`config.mk`:
```
export PLATFORM = sky130hd
export DESIGN_NAME = punc_control
export DESIGN_NICKNAME = d
export VERILOG_FILES = /design/src/rtl/punc_control.sv
export SDC_FILE = /design/constraint.sdc
export NUM_CORES = 1
export LEC_CHECK = 0
export ABC_AREA = 1
export CAP_MARGIN = 20
export CORE_ASPECT_RATIO = 0.7
export CORE_UTILIZATION = 35
export DETAILED_ROUTE_END_ITERATION = 8
export GPL_TIMING_DRIVEN = 0
export PLACE_DENSITY_LB_ADDON = 0.2
export SKIP_CTS_REPAIR_TIMING = 1
export SYNTH_ARGS = -nofsm -noshare
export SYNTH_HDL_FRONTEND = slang
export SYNTH_SLANG_ARGS = --single-unit
```
`constraint.sdc`:
```
create_clock -name clk -period 4.65 [get_ports clk]
set_input_delay 1.395 -clock clk [delete_from_list [all_inputs] [get_ports clk]]
set_output_delay 1.395 -clock clk [all_outputs]
set_load 0.02 [all_outputs]
```
`src/rtl/punc_control.sv`:
```
// PUnC LC3 multi-cycle control unit.
// Sequences fetch/decode/execute and drives every datapath strobe.
module punc_control (
    input  logic        clk,
    input  logic        rst,
    input  logic [15:0] ir,
    input  logic        n,
    input  logic        z,
    input  logic        p,
    output logic        PC_clr,
    output logic        PC_inc,
    output logic        PC_ld,
    output logic        PC_data_sel,
    output logic        PC_add_sel,
    output logic        IR_ld,
    output logic [1:0]  addr_MEM_sel,
    output logic        w_en_MEM,
    output logic        store_ld,
    output logic [2:0]  r_addr_0_RF,
    output logic [2:0]  r_addr_1_RF,
    output logic [2:0]  w_addr_RF,
    output logic [1:0]  w_RF_sel,
    output logic        w_en_RF,
    output logic        A_sel,
    output logic        B_sel,
    output logic [1:0]  sext_sel,
    output logic [1:0]  ALU_sel,
    output logic        NZP_sel,
    output logic        N_ld,
    output logic        Z_ld,
    output logic        P_ld,
    output logic        halted,
    output logic [2:0]  state_dbg
);

    typedef enum logic [2:0] {
        INIT   = 3'd0,
        FETCH  = 3'd1,
        DECODE = 3'd2,
        EXEC   = 3'd3,
        EXEC2  = 3'd4,
        HALT   = 3'd5
    } state_e;

    localparam logic [3:0] OP_BR  = 4'b0000;
    localparam logic [3:0] OP_ADD = 4'b0001;
    localparam logic [3:0] OP_LD  = 4'b0010;
    localparam logic [3:0] OP_ST  = 4'b0011;
    localparam logic [3:0] OP_JSR = 4'b0100;
    localparam logic [3:0] OP_AND = 4'b0101;
    localparam logic [3:0] OP_LDR = 4'b0110;
    localparam logic [3:0] OP_STR = 4'b0111;
    localparam logic [3:0] OP_NOT = 4'b1001;
    localparam logic [3:0] OP_LDI = 4'b1010;
    localparam logic [3:0] OP_STI = 4'b1011;
    localparam logic [3:0] OP_JMP = 4'b1100;
    localparam logic [3:0] OP_LEA = 4'b1110;
    localparam logic [3:0] OP_HLT = 4'b1111;

    state_e     state_q, state_d;
    logic [3:0] op;
    logic [2:0] dr, sr;
    logic       br_take;
    logic       unused_ir;

    assign op        = ir[15:12];
    assign dr        = ir[11:9];
    assign sr        = ir[8:6];
    assign br_take   = (ir[11] & n) | (ir[10] & z) | (ir[9] & p);
    assign unused_ir = ^ir[4:3];
    assign state_dbg = state_q;

    always_ff @(posedge clk or negedge rst) begin
        if (!rst) state_q <= INIT;
        else      state_q <= state_d;
    end

    always_comb begin
        state_d = state_q;
        unique case (state_q)
            INIT:    state_d = FETCH;
            FETCH:   state_d = DECODE;
            DECODE:  state_d = (op == OP_HLT) ? HALT : EXEC;
            EXEC:    state_d = (op == OP_LDI || op == OP_STI) ? EXEC2 : FETCH;
            EXEC2:   state_d = FETCH;
            HALT:    state_d = HALT;
            default: state_d = INIT;
        endcase
    end

    always_comb begin
        PC_clr       = 1'b0;
        PC_inc       = 1'b0;
        PC_ld        = 1'b0;
        PC_data_sel  = 1'b0;
        PC_add_sel   = 1'b0;
        IR_ld        = 1'b0;
        addr_MEM_sel = 2'b00;
        w_en_MEM     = 1'b0;
        store_ld     = 1'b0;
        r_addr_0_RF  = 3'd0;
        r_addr_1_RF  = 3'd0;
        w_addr_RF    = 3'd0;
        w_RF_sel     = 2'b00;
        w_en_RF      = 1'b0;
        A_sel        = 1'b0;
        B_sel        = 1'b0;
        sext_sel     = 2'b00;
        ALU_sel      = 2'b00;
        NZP_sel      = 1'b0;
        N_ld         = 1'b0;
        Z_ld         = 1'b0;
        P_ld         = 1'b0;
        halted       = 1'b0;
        unique case (state_q)
            INIT: PC_clr = 1'b1;
            FETCH: begin
                IR_ld  = 1'b1;
                PC_inc = 1'b1;
            end
            EXEC: begin
                case (op)
                    OP_ADD, OP_AND, OP_NOT: begin
                        r_addr_0_RF = sr;
                        A_sel       = 1'b1;
                        if (op != OP_NOT) begin
                            r_addr_1_RF = ir[2:0];
                            B_sel       = ir[5];
                        end
                        ALU_sel   = (op == OP_ADD) ? 2'b00 :
                                    (op == OP_AND) ? 2'b01 : 2'b11;
                        w_RF_sel  = 2'b10;
                        w_addr_RF = dr;
                        w_en_RF   = 1'b1;
                        {N_ld, Z_ld, P_ld} = 3'b111;
                    end
                    OP_BR: begin
                        if (br_take) begin
                            PC_add_sel = 1'b1;
                            PC_ld      = 1'b1;
                        end
                    end
                    OP_JMP: begin
                        r_addr_0_RF = sr;
                        A_sel       = 1'b1;
                        ALU_sel     = 2'b10;
                        PC_data_sel = 1'b1;
                        PC_ld       = 1'b1;
                    end
                    OP_JSR: begin
                        // R7 is read as the base before the link write lands
                        w_addr_RF = 3'd7;
                        w_en_RF   = 1'b1;
                        PC_ld     = 1'b1;
                        if (!ir[11]) begin
                            r_addr_0_RF = sr;
                            A_sel       = 1'b1;
                            ALU_sel     = 2'b10;
                            PC_data_sel = 1'b1;
                        end
                    end
                    OP_LD, OP_LDR, OP_ST, OP_STR: begin
                        B_sel        = 1'b1;
                        addr_MEM_sel = 2'b01;
                        if (op[2]) begin
                            A_sel       = 1'b1;
                            r_addr_0_RF = sr;
                            sext_sel    = 2'b01;
                        end else begin
                            sext_sel = 2'b10;
                        end
                        if (!op[0]) begin
                            w_RF_sel  = 2'b01;
                            w_addr_RF = dr;
                            w_en_RF   = 1'b1;
                            NZP_sel   = 1'b1;
                            {N_ld, Z_ld, P_ld} = 3'b111;
                        end else begin
                            r_addr_1_RF = dr;
                            w_en_MEM    = 1'b1;
                        end
                    end
                    OP_LEA: begin
                        B_sel     = 1'b1;
                        sext_sel  = 2'b10;
                        w_RF_sel  = 2'b10;
                        w_addr_RF = dr;
                        w_en_RF   = 1'b1;
                        {N_ld, Z_ld, P_ld} = 3'b111;
                    end
                    OP_LDI, OP_STI: begin
                        B_sel        = 1'b1;
                        sext_sel     = 2'b10;
                        addr_MEM_sel = 2'b01;
                        store_ld     = 1'b1;
                    end
                    default: ;
                endcase
            end
            EXEC2: begin
                addr_MEM_sel = 2'b10;
                if (op == OP_LDI) begin
                    w_RF_sel  = 2'b01;
                    w_addr_RF = dr;
                    w_en_RF   = 1'b1;
                    NZP_sel   = 1'b1;
                    {N_ld, Z_ld, P_ld} = 3'b111;
                end else begin
                    r_addr_1_RF = dr;
                    w_en_MEM    = 1'b1;
                end
            end
            HALT: halted = 1'b1;
            default: ;
        endcase
    end

endmodule

```
==> results of run 1 <==
layout make-up:
| class | instances | area share [%] |
|---|---|---|
| repair buffers | 54 | 44.4 |
| flip-flops and latches | 3 | 5.57 |
| well taps | 22 | 2.04 |
| inverters | 23 | 6.78 |
| clock buffers | 4 | 1.95 |
| plain buffers | 6 | 3.62 |
| multi-input cells | 105 | 35.7 |
through the flow:
stage	util (%)	instance area, µm²	total power [mW]	setup TNS [ns]
after floorplan	-	693	0.247	0
after global placement	67.5	1250	0.397	-0.216
after detailed placement	67.5	1250	0.403	-0.446
after CTS	68.9	1280	0.454	-0.522
after global routing	72.7	1350	0.485	0
final	72.7	1350	0.447	0
cell usage after synthesis, types with 2 or more instances:
master   number
o21ai_1       2
nand2_2       2
nor2_2        2
a21oi_1       6
inv_2         4
nand3_1      12
o22ai_1       3
nand2_1      49
inv_1        18
dfrtp_1       3
buf_4         5
nor2_1       20
o21ai_0       2
nor2_4        2
cells by family after synthesis:
| kind of cell | Yosys count | share of synthesized area (%) |
|---|---|---|
| AND/OR/NAND/NOR | 90 | 56.7 |
| buffers and inverters | 29 | 20.2 |
| AO/OA/AOI/OAI | 15 | 12.3 |
| flip-flops | 3 | 10.8 |
layer usage:
metal	vias up	routed length, µm
li1	537	-
met1	475	1110
met2	46	1120
met3	4	179
met4	0	25
met5	-	0
worst register-to-register path: cells and delay by family (launching register included):
kind / cells / cell delay [ns]
buf+inv: 2 / 0.29
compound gates: 1 / 0.11
flops: 1 / 0.42
simple gates: 3 / 0.22
where the power goes:
group	switching [mW]	leakage [nW]	total (mW)	internal, mW
registers	0.0142	0.0374	0.0515	0.0373
logic	0.194	1.01	0.347	0.153
clock network	0.0166	0.0150	0.0490	0.0323
final timing paths:
path / endpoint / slack [ns]
min in group asynchronous: state_dbg[2]$_DFF_PN0_ / 1.33
worst max-delay path: NZP_sel / 0.12
worst min register to register: state_dbg[1]$_DFF_PN0_ / 0.59
worst max register to register: state_dbg[2]$_DFF_PN0_ / 3.49
worst min-delay path: state_dbg[1]$_DFF_PN0_ / 0.59
max in group asynchronous: state_dbg[0]$_DFF_PN0_ / 3.17
==> flow_metrics.env, run 1 <==
export IMPL_num_vias=1062
export IMPL_placed_cells=212
export IMPL_seqCellArea_um2=75.1
export IMPL_grtUsageTotal_pct=23.6
export IMPL_leakage_nw=1.06
export IMPL_use_met1_pct=31.7
export IMPL_wl_per_cell_um=11.2
export IMPL_min_path_cells=1
export IMPL_peakVddDrop_uv=365
export IMPL_finalSetupViolCount=0
export IMPL_grt_max_degree=11
export IMPL_wirelength_um=2440
export IMPL_outcome="completed"
export IMPL_first_pass_iters=4
export IMPL_worstMarginPinSlew_ns=0.273
export IMPL_grt_pass1_wl_um=3520
export IMPL_cp_slowest_cell="clkdlybuf4s50_1"
export IMPL_initial_core_util_pct=37.4
export IMPL_ys_seq_area_share_pct=10.8
export IMPL_final_common_cell="nand2_1"
export IMPL_fmax_mhz=221
export IMPL_ys_warn_count=0
export IMPL_hpwl_um=1900
export IMPL_syn2layout_area_growth_pct=94.4
export IMPL_cts_tree="built"
export IMPL_use_met2_pct=36.1
export IMPL_die_w_um=55.2
export IMPL_worst_path_buf_inv=5
export IMPL_worst_ep_required_time_ns=3.25
export IMPL_setup_worst_path_start_class="input pin"
export IMPL_grt_setup_unrepaired="false"
export IMPL_pre_cts_ws_ns=-0.166
export IMPL_fin_crit_ns=4.53
export IMPL_timing_final_crit_share_pct=97.5
export IMPL_async_reset_ff_share_pct=100
export IMPL_diodes=0
export IMPL_postRouteAntennaNets=0
export IMPL_hold_ws_ns=0.592
export IMPL_stdcell_count=217
export IMPL_met3_usage_pct=4.31
export IMPL_core_area_mm2=0.00185
export IMPL_ys_types=21
export IMPL_route_detailed_drc=0
export IMPL_busiest_layer="met2"
export IMPL_synth_nets=158
export IMPL_finalClockSkew_ns=0.00606
export IMPL_die_area_mm2=0.00217
export IMPL_cpLargestDelayFamily="buffers and inverters"
export IMPL_fin_nets=217
export IMPL_worst_setup_path_end_kind="primary output"
export IMPL_synth_seq_cells=3
export IMPL_std_cell_rows=13
export IMPL_grt_pass1_vias=810
export IMPL_yosys_area_top_type="nand2_1"
export IMPL_drive_gt1_share_pct=13.3
export IMPL_htree_levels=1
export IMPL_antenna_found_initial=0
export IMPL_gp_congestion=0.819
export IMPL_numClockSinks=3
export IMPL_synthCells=137
export IMPL_arrival_ns=3.14
export IMPL_cts_clk_slew_worst_paths_ns=0.04
export IMPL_finalMaxSlewViolations=0
export IMPL_syn_area_um2=693
export IMPL_slew_headroom_pct=81.7
export IMPL_synth_edf_count=0
export IMPL_die_h_um=39.2
export IMPL_yosys_most_used_dff="dfrtp_1"
export IMPL_multi_input_area_um2=480
export IMPL_maxCapViolations=0
export IMPL_first_iter_violations=25
export IMPL_syn_avg_cell_area_um2=5.06
export IMPL_synthTopCellsByArea="nand2_1, dfrtp_1, nor2_1"
export IMPL_pwr_density_cell_mw_per_mm2=332
export IMPL_cts_buffers_inserted=3
export IMPL_clk_latency_ns=0.25
export IMPL_largest_reg_flops=3
export IMPL_max_stage_delay_ns=0.60
export IMPL_root_buffer="clkbuf_4"
export IMPL_worstSetupPathType="input pin to primary output"
export IMPL_path_cells="clkdlybuf4s50_1, inv_2, nand2_1, nor2_2, nand2_1, inv_2, a21oi_2, inv_1, clkdlybuf4s50_1"
export IMPL_worstHoldStart="state_dbg[2]$_DFF_PN0_"
export IMPL_max_clock_path_buffers=2
export IMPL_grt_ovfl_total=0
export IMPL_min_path_type="register to register"
export IMPL_mostFrequentLayoutCells="nand2_1, clkdlybuf4s50_1, dlymetal6s2s_1"
export IMPL_io_pins=57
export IMPL_portBuffers=53
export IMPL_cp_startpoint="ir[14]"
export IMPL_nFillCells=159
export IMPL_viasPerCell=4.89
export IMPL_cp_depth=9
export IMPL_fin_ws_ns=0.118
export IMPL_path_max_fanout=6
export IMPL_r2r_cells=6
export IMPL_synth_top_area_share_pct=26.5
export IMPL_worstReg2RegStart="state_dbg[2]$_DFF_PN0_"
export IMPL_hold_viol=0
Note: power is estimated with default switching activity, not from simulation.
==> inputs of run 2 (changes only) <==
- RECOVER_POWER: unset -> 25
==> flow_metrics.env, run 2 (synthesized netlist as in run 1, its figures left out) <==
export IMPL_outcome="completed"
export IMPL_seqPwrFrac_pct=11.6
export IMPL_power_internal_uw=219
export IMPL_largest_reg_flops=3
export IMPL_finalMaxSlewViolations=0
export IMPL_core_area_mm2=0.00185
export IMPL_p_sw_uw=225
export IMPL_io_pins=57
export IMPL_postRouteAntennaNets=0
export IMPL_diodes=0
export IMPL_gp_congestion=0.819
export IMPL_portBuffers=53
export IMPL_swShare_pct=50.7
export IMPL_cts_clk_slew_worst_paths_ns=0.04
export IMPL_nFillCells=159
export IMPL_min_path_type="register to register"
export IMPL_setup_tns_ns=0
export IMPL_timing_final_crit_share_pct=97.5
export IMPL_numClockSinks=3
export IMPL_worstReg2RegStart="state_dbg[2]$_DFF_PN0_"
export IMPL_fin_ws_ns=0.116
export IMPL_cts_buffers_inserted=3
export IMPL_cp_slowest_cell="clkdlybuf4s50_1"
export IMPL_path_max_fanout=6
export IMPL_syn2layout_area_growth_pct=94.4
export IMPL_num_vias=1061
export IMPL_p_clk_share_pct=11.0
export IMPL_slew_headroom_pct=81.8
export IMPL_peakVddDrop_uv=359
export IMPL_cp_depth=9
export IMPL_cp_startpoint="ir[14]"
export IMPL_cpLargestDelayFamily="buffers and inverters"
export IMPL_leakage_nw=1.07
export IMPL_fin_crit_ns=4.53
export IMPL_grt_setup_unrepaired="false"
export IMPL_grt_pass1_vias=810
export IMPL_path_cells="clkdlybuf4s50_1, inv_2, nand2_1, nor2_2, nand2_1, inv_2, a21oi_2, inv_1, clkdlybuf4s50_1"
export IMPL_r2r_cells=6
export IMPL_worst_ep_required_time_ns=3.25
export IMPL_worst_setup_path_end_kind="primary output"
export IMPL_grt_ovfl_total=0
export IMPL_antenna_found_initial=0
export IMPL_worstMarginPinSlew_ns=0.272
export IMPL_wl_per_cell_um=11.3
export IMPL_min_path_cells=1
export IMPL_worstSetupPathType="input pin to primary output"
export IMPL_p_comb_share_pct=77.4
export IMPL_finalSetupViolCount=0
export IMPL_hold_viol=0
export IMPL_worstHoldStart="state_dbg[2]$_DFF_PN0_"
export IMPL_multi_input_area_um2=480
export IMPL_max_stage_delay_ns=0.60
export IMPL_setup_worst_path_start_class="input pin"
export IMPL_root_buffer="clkbuf_4"
export IMPL_grtUsageTotal_pct=23.6
export IMPL_std_cell_rows=13
export IMPL_die_h_um=39.2
export IMPL_first_pass_iters=4
export IMPL_cts_tree="built"
export IMPL_mostFrequentLayoutCells="nand2_1, clkdlybuf4s50_1, dlymetal6s2s_1"
export IMPL_initial_core_util_pct=37.4
export IMPL_wirelength_um=2460
export IMPL_maxCapViolations=0
export IMPL_seqCellArea_um2=75.1
export IMPL_htree_levels=1
export IMPL_die_area_mm2=0.00217
export IMPL_arrival_ns=3.14
export IMPL_grt_max_degree=11
export IMPL_pwr_density_cell_mw_per_mm2=329
export IMPL_hpwl_um=1900
export IMPL_clk_latency_ns=0.25
export IMPL_die_w_um=55.2
export IMPL_route_detailed_drc=0
export IMPL_first_iter_violations=24
export IMPL_final_common_cell="nand2_1"
export IMPL_max_clock_path_buffers=2
export IMPL_grt_pass1_wl_um=3520
export IMPL_worst_path_buf_inv=5
export IMPL_finalClockSkew_ns=0.00550
export IMPL_fmax_mhz=221
export IMPL_pre_cts_ws_ns=-0.166
export IMPL_drive_gt1_share_pct=13.3
export IMPL_fin_nets=217
export IMPL_viasPerCell=4.89
run 2: layout make-up:
| class | instances | share of cell area (%) |
|---|---|---|
| repair buffers | 54 | 44.4 |
| multi-input cells | 105 | 35.7 |
| inverters | 23 | 6.78 |
| flip-flops and latches | 3 | 5.57 |
| plain buffers | 6 | 3.62 |
| well taps | 22 | 2.04 |
| clock buffers | 4 | 1.95 |
run 2: layer usage:
layer	GRT usage [%]	part of all wire (%)	routed length, µm	vias up
met5	0	0	0	-
met4	10.6	1.0	25	0
met3	4.31	7.5	184	4
met2	36.1	46	1130	47
met1	31.7	45	1120	473
li1	-	-	-	537
run 2: worst paths after layout:
| path | slack, ns | endpoint |
|---|---|---|
| max in group asynchronous | 3.10 | state_dbg[0]$_DFF_PN0_ |
| setup / recovery | 0.12 | NZP_sel |
| min in group asynchronous | 1.40 | state_dbg[2]$_DFF_PN0_ |
| setup reg to reg | 3.49 | state_dbg[2]$_DFF_PN0_ |
| hold / removal | 0.59 | state_dbg[1]$_DFF_PN0_ |
| hold reg to reg | 0.59 | state_dbg[1]$_DFF_PN0_ |
run 2: per-stage QoR:
| step | std cells | total power, mW | hold WS (ns) | util [%] | cell area [µm²] |
|---|---|---|---|---|---|
| final | 217 | 0.444 | 0.587 | 72.7 | 1350 |
| after global routing | 217 | 0.480 | 0.626 | 72.7 | 1350 |
| after CTS | 216 | 0.454 | 0.591 | 68.9 | 1280 |
| after detailed placement | 212 | 0.403 | 0.581 | 67.5 | 1250 |
| after global placement | 212 | 0.397 | 0.557 | 67.5 | 1250 |
| after floorplan | 137 | 0.247 | 0.662 | - | 693 |
run 2: power by group through the flow:
stage	registers, mW	clock network, mW	logic (mW)
6_report	0.0514	0.0488	0.343
5_1_grt	0.0527	0.0548	0.373
4_1_cts	0.0512	0.0497	0.353
3_5_place_dp	0.0515	0	0.351
3_3_place_gp	0.0504	0	0.346
2_1_floorplan	0.0624	0	0.184
